**src/rtl/hgfe_code_counter.sv**
```systemverilog
// Up/down decade counter over DIGITS BCD digits, each presented in the 4-bit HGFE code.
// Optional feature: define HGFE_SATURATE_EN to saturate at all-9 / all-0 instead of wrapping.
module hgfe_code_counter #(
  parameter int DIGITS = 2
) (
  input  logic                  clk,
  input  logic                  rst,
  input  logic                  en,
  input  logic                  up,
  input  logic                  load,
  input  logic [4*DIGITS-1:0]   load_bcd,
  output logic [4*DIGITS-1:0]   code,
  output logic                  tc,
  output logic                  load_err
);

  function automatic logic [3:0] bcd_to_hgfe(input logic [3:0] bcd);
    logic [3:0] hgfe;
    case (bcd)
      4'd0:    hgfe = 4'b0000;
      4'd1:    hgfe = 4'b0001;
      4'd2:    hgfe = 4'b0011;
      4'd3:    hgfe = 4'b0100;
      4'd4:    hgfe = 4'b0101;
      4'd5:    hgfe = 4'b0111;
      4'd6:    hgfe = 4'b1001;
      4'd7:    hgfe = 4'b1011;
      4'd8:    hgfe = 4'b1100;
      4'd9:    hgfe = 4'b1101;
      default: hgfe = 4'b0000;
    endcase
    return hgfe;
  endfunction

  logic [4*DIGITS-1:0] state_reg;
  logic [4*DIGITS-1:0] state_next;
  logic [4*DIGITS-1:0] step_value;
  logic [DIGITS-1:0]   at_limit;
  logic [DIGITS-1:0]   bad_nibble;
  logic [DIGITS:0]     step_chain;
  logic                load_bad;
  logic                all_limit;
  logic                count_go;
  logic                load_err_reg;

  // step_chain[i] is high when every digit below i sits at its limit (ripple enable).
  assign step_chain[0] = 1'b1;

  genvar gi;
  generate
    for (gi = 0; gi < DIGITS; gi++) begin : g_digit
      logic [3:0] digit;
      logic [3:0] digit_inc;
      logic [3:0] digit_dec;

      assign digit      = state_reg[4*gi +: 4];
      assign digit_inc  = (digit == 4'd9) ? 4'd0 : digit + 4'd1;
      assign digit_dec  = (digit == 4'd0) ? 4'd9 : digit - 4'd1;
      assign at_limit[gi]   = up ? (digit == 4'd9) : (digit == 4'd0);
      assign step_chain[gi+1] = step_chain[gi] & at_limit[gi];
      assign bad_nibble[gi] = (load_bcd[4*gi +: 4] > 4'd9);
      assign step_value[4*gi +: 4] = step_chain[gi] ? (up ? digit_inc : digit_dec) : digit;
      assign code[4*gi +: 4] = bcd_to_hgfe(digit);
    end
  endgenerate

  assign load_bad  = |bad_nibble;
  assign all_limit = step_chain[DIGITS];
  assign tc        = en & ~load & all_limit;

`ifdef HGFE_SATURATE_EN
  assign count_go = en & ~load & ~all_limit;
`else
  assign count_go = en & ~load;
`endif

  always_comb begin
    state_next = state_reg;
    if (load) begin
      if (!load_bad) state_next = load_bcd;
    end else if (count_go) begin
      state_next = step_value;
    end
  end

  always_ff @(posedge clk) begin
    if (rst) begin
      state_reg    <= '0;
      load_err_reg <= 1'b0;
    end else begin
      state_reg    <= state_next;
      load_err_reg <= load & load_bad;
    end
  end

  assign load_err = load_err_reg;

endmodule

```
**config.mk**
```make
export PLATFORM = sky130hd
export DESIGN_NAME = hgfe_code_counter
export DESIGN_NICKNAME = d
export VERILOG_FILES = /design/src/rtl/hgfe_code_counter.sv
export SDC_FILE = /design/constraint.sdc
export NUM_CORES = 1
export LEC_CHECK = 0
export CAP_MARGIN = 25
export CELL_PAD_IN_SITES_DETAIL_PLACEMENT = 1
export CELL_PAD_IN_SITES_GLOBAL_PLACEMENT = 2
export CORE_UTILIZATION = 31
export DETAILED_ROUTE_END_ITERATION = 12
export GPL_ROUTABILITY_DRIVEN = 0
export PLACE_DENSITY = 0.76
export SETUP_SLACK_MARGIN = 0.15
export SYNTH_ARGS = -nofsm -noshare
export SYNTH_HDL_FRONTEND = slang
export SYNTH_SLANG_ARGS = --single-unit
export TNS_END_PERCENT = 100
```
**constraint.sdc**
```tcl
create_clock -name clk -period 3.2 [get_ports clk]
set_input_delay 0.64 -clock clk [delete_from_list [all_inputs] [get_ports clk]]
set_output_delay 0.64 -clock clk [all_outputs]
set_load 0.03 [all_outputs]
```
# == Yosys cells after proc, flatten, opt, wreduce, memory -nomap -nowiden ==
# Memory sizes are Yosys's and may differ from the RTL's. A register that Yosys moved wholly into a read port is not among the register bits.
# Index checks and enable logic that the tools add are counted.
# totals
word_cells,42
input_bits,13
regBits,9
memories,2
romBits,128
# memory_table
memory,depth,word_bits,rd,rd_ports_with_merged_regs,write_ports,line,source
(no name shown),16,4,1,1,0,19,case (bcd)
(no name shown),16,4,1,1,0,19,
# classes
order_cmp,2
eq_ne,3
bitwise_logic,5
n_reduce_logical,7
mux,16
n_addsub,4
# op_table
cell,n
$mux 4,11
$mux 8,3
$add 4x1->4 const B,2
$eq 4x4->1 const B,2
$gt 4x4->1 const B,2
$logic_not 4->1,2
$sub 4x1->4 const B,2
$and 1x1->1,4
$reduce_bool 2->1,2
$reduce_and 3->1,1
$mux 1,2
$ne 2x2->1 const B,1
$reduce_and 2->1,1
$reduce_or 2->1,1
$not 1->1,1

# == Logic depth before layout (Yosys ltp) ==
# logic_depth
word_depth,8
ltp_mapped,11
ltp_nobuf,11

# == Least setup slack after synthesis ==
# OpenSTA, ideal clock, no wires.
# synth_timing
path_kind,input-to-output
startpoint,input load
endpoint,output tc
cell_stages,4
slack_ps,391
path_buffers,1
required_ps,2560
t_arrival_ps,2169
cell_sequence,clkbuf_1 -> nand2b_1 -> or4_1 -> a211oi_1
# synth_via
elab_chain_len,3
# synth_rtl
element,line,source
from (decl),10,"input logic load,"
$not 1->1,69,assign tc = en & ~load & all_limit;
$and 1x1->1 (2 in a row),69,
to (decl),13,"output logic tc,"
# Every way passes these cells.

# == Worst setup path in the final report ==
# Same ends and word-level chain as after synthesis.

==> reports/results.ini <==
[worst_setup_path]
timing.rr.start=state_reg[1]
worstSetupPathType=in2out
startpoint_type=input port
critPathTopFamily=buffers and inverters
path_buf_inv=2
critPathMaxStageDelay_ns=0.56
worst-endpoint-arrival_ns=2.30
crit_required_ns=2.56
crit_slowest_cell=clkdlybuf4s50_1
endpoint_kind=output pin
worstPathMaxFanout=8
cp-startpoint=load
crit_chain=clkdlybuf4s50_1 > nand2b_1 > or4_1 > a211oi_1 > buf_4

[timing]
hold_viol_final=0
rsz0062_at_grt=false
fin_crit_sh_pct=91.9
max_freq_mhz=340
slew_viol_final=0
tightest_slew_ns=0.701
setup_violations=0
slew_headroom_pct=53.2
fin_skew_ns=0.00673
fin_crit_ns=2.94
whs_ns=0.835
setup_tns_ns=0

[yosys]
seq_area_frac_synth_pct=24.3
synthFlopType=dfxtp_1
synth_xor_area_share_pct=3.13
synth_top_family_by_area=compound AO/OA/AOI/OAI gates
synth_compound_area_share_pct=29.6
synth_edf_count=0
muxShareOfSynthArea_pct=3.84
synthAdderAreaFrac_pct=8.04
ys_types=57
synthesis.nets=188
synth_area_um2=1400
ys_ff_latch=17
synthSimpleGateAreaFrac_pct=22.6
synth-warning-count=0
syn_area_per_cell_um2=8.44
ys_async_sr_fraction_pct=0
synthCells=166

[final_layout]
utilization_pct=39.4
fillers=511
final_area_um2=1720
drive_gt1_share_pct=12.8
antenna_cells_inserted=0
nets=211
syn2layout_area_growth_pct=22.5

[routing]
ant_nets=0
drt_first_pass_iters=4
drt-total-wl_um=3730
remaining_drc_errors=0
vias=1301
vias_per_cell=5.42
wl_per_cell_um=15.5
drtIter0Drc=65

[floorplan]
initial_core_util_pct=32.2
dieArea_um2=4790
die_w_um=69.2
core_um2=4350
rows=24
chipHeight_um=69.2
io_pins=23

[grt]
global_route.usage.total_pct=16.4
grt_overflow_total=0
grt_pass1_wl_um=6510
grt_max_degree=18
antenna_found_initial=0
grt_pass1_vias=1364

[cts]
clock_sinks=17
clk_pin_slew_ns=0.07
post_cts_buffers=0
clock_latency_ns=0.25
ctsHoldBuffers=0
cts_buffers=3
postCtsResizedCells=0
cts_root_buffer=clkbuf_8
cts_tree=done
clock_path_buffers=2
h-tree-depth=1

[power_and_ir_drop]
switching_share_pct=36.5
peakVddDrop_mv=0.254
p_int_mw=0.459
leakage_nw=0.685
seqPwrFrac_pct=37.7
power_frac_clock_pct=22.4
p_per_area_nw_per_um2=422
total_power_mw=0.724
comb_power_share_pct=39.8
power.switching_mw=0.264

[hold_path]
hold_start=state_reg[5]
hp-class=reg2reg

[place]
io_buffers=22
dp_hpwl_um=2930
placed_area_um2=1670

[outcome]
outcome=complete, no violations

[job]
drv_cap=0

## Yosys cell counts (3+ instances only)
cell type | n | share of area (%)
dfxtp_1 | 17 | 24
inv_1 | 14 | 3.7
nor2_1 | 12 | 3.2
o21ai_0 | 10 | 3.6
ha_1 | 9 | 8.0
a21oi_1 | 7 | 2.5
nand2_1 | 7 | 1.9
nand3_1 | 7 | 2.5
and2_1 | 5 | 2.2
nand2b_1 | 5 | 2.2
buf_2 | 4 | 1.4
mux2i_1 | 4 | 2.9
a31oi_1 | 3 | 1.3
buf_4 | 3 | 1.6
nor2b_1 | 3 | 1.3
o21a_1 | 3 | 1.6
o21bai_1 | 3 | 1.6
xnor2_1 | 3 | 1.9
## area by class of cell
cell class | count | area, µm² | share of cell area (%)
Clock buffer | 3 | 41.3 | 2.41
Clock inverter | 1 | 5.00 | 0.292
Inverter | 14 | 52.6 | 3.06
Multi-Input combinational cell | 124 | 942 | 54.9
Sequential cell | 17 | 340 | 19.8
Tap cell | 52 | 65.1 | 3.79
Timing Repair Buffer | 29 | 270 | 15.7
## layer usage
layer / routed length [µm] / track usage [%]
met3: 136 / 3.34
met2: 1780 / 26.4
met5: 0 / 0
met1: 1760 / 22.3
met4: 42 / 4.54
## logic make-up after synthesis
kind of cell	count (synthesis)
adder cells (fa/ha/maj)	9
buffers and inverters	25
AND/OR/NAND/NOR	53
XOR/XNOR	5
multiplexers	5
AO/OA/AOI/OAI	52
flip-flops	17
## cells in the final DEF (no fill, tap or decap), drive strengths merged, types with 3 or more instances in the layout
| cell type | netlist | layout |
|---|---|---|
| or3 | 3 | 3 |
| a311oi | 3 | 3 |
| a21oi | 7 | 7 |
| nor2 | 12 | 12 |
| o21a | 3 | 3 |
| xnor2 | 3 | 3 |
| clkbuf | 3 | 3 |
| clkdlybuf4s50 | 0 | 21 |
| mux2i | 5 | 5 |
| o21bai | 3 | 3 |
| a31oi | 3 | 3 |
| buf | 8 | 8 |
| o221ai | 3 | 3 |
| nor2b | 3 | 3 |
| o21ai | 11 | 11 |
| ha | 9 | 9 |
| nand3 | 7 | 7 |
| inv | 14 | 14 |
| and2 | 6 | 6 |
| nand2 | 8 | 8 |
| nand2b | 5 | 5 |
| dfxtp | 17 | 17 |
## worst reg2reg max path, delay by kind of cell, from the launching register on
kind | cells | cell delay, ns
AO/OA/AOI/OAI | 2 | 0.57
adder cells (fa/ha/maj) | 2 | 0.52
buffers and inverters | 2 | 0.19
flip-flops | 1 | 0.47
AND/OR/NAND/NOR | 3 | 0.80
## power by group through the flow
stage | Sequential, mW | Clock, mW | Combinational [mW]
after detailed placement | 0.278 | 0 | 0.289
after floorplan | 0.291 | 0 | 0.178
after global placement | 0.277 | 0 | 0.279
final | 0.273 | 0.162 | 0.288
after global routing | 0.278 | 0.177 | 0.317
after CTS | 0.273 | 0.169 | 0.291
## final timing paths
kind	endpoint	slack [ns]	cells past startpoint
max	tc	0.26	5
min	state_reg[5]	0.83	2
max reg2reg	code[4]	0.59	9
min reg2reg	state_reg[5]	0.83	2
## through the flow
stage,instances,worst slack (ns)
3_5_place_dp,236,0.235
4_1_cts,240,0.233
5_1_grt,240,0.157
3_3_place_gp,236,0.262
6_report,240,0.261
2_1_floorplan,166,0.391
(Power assumes the default switching activity.)
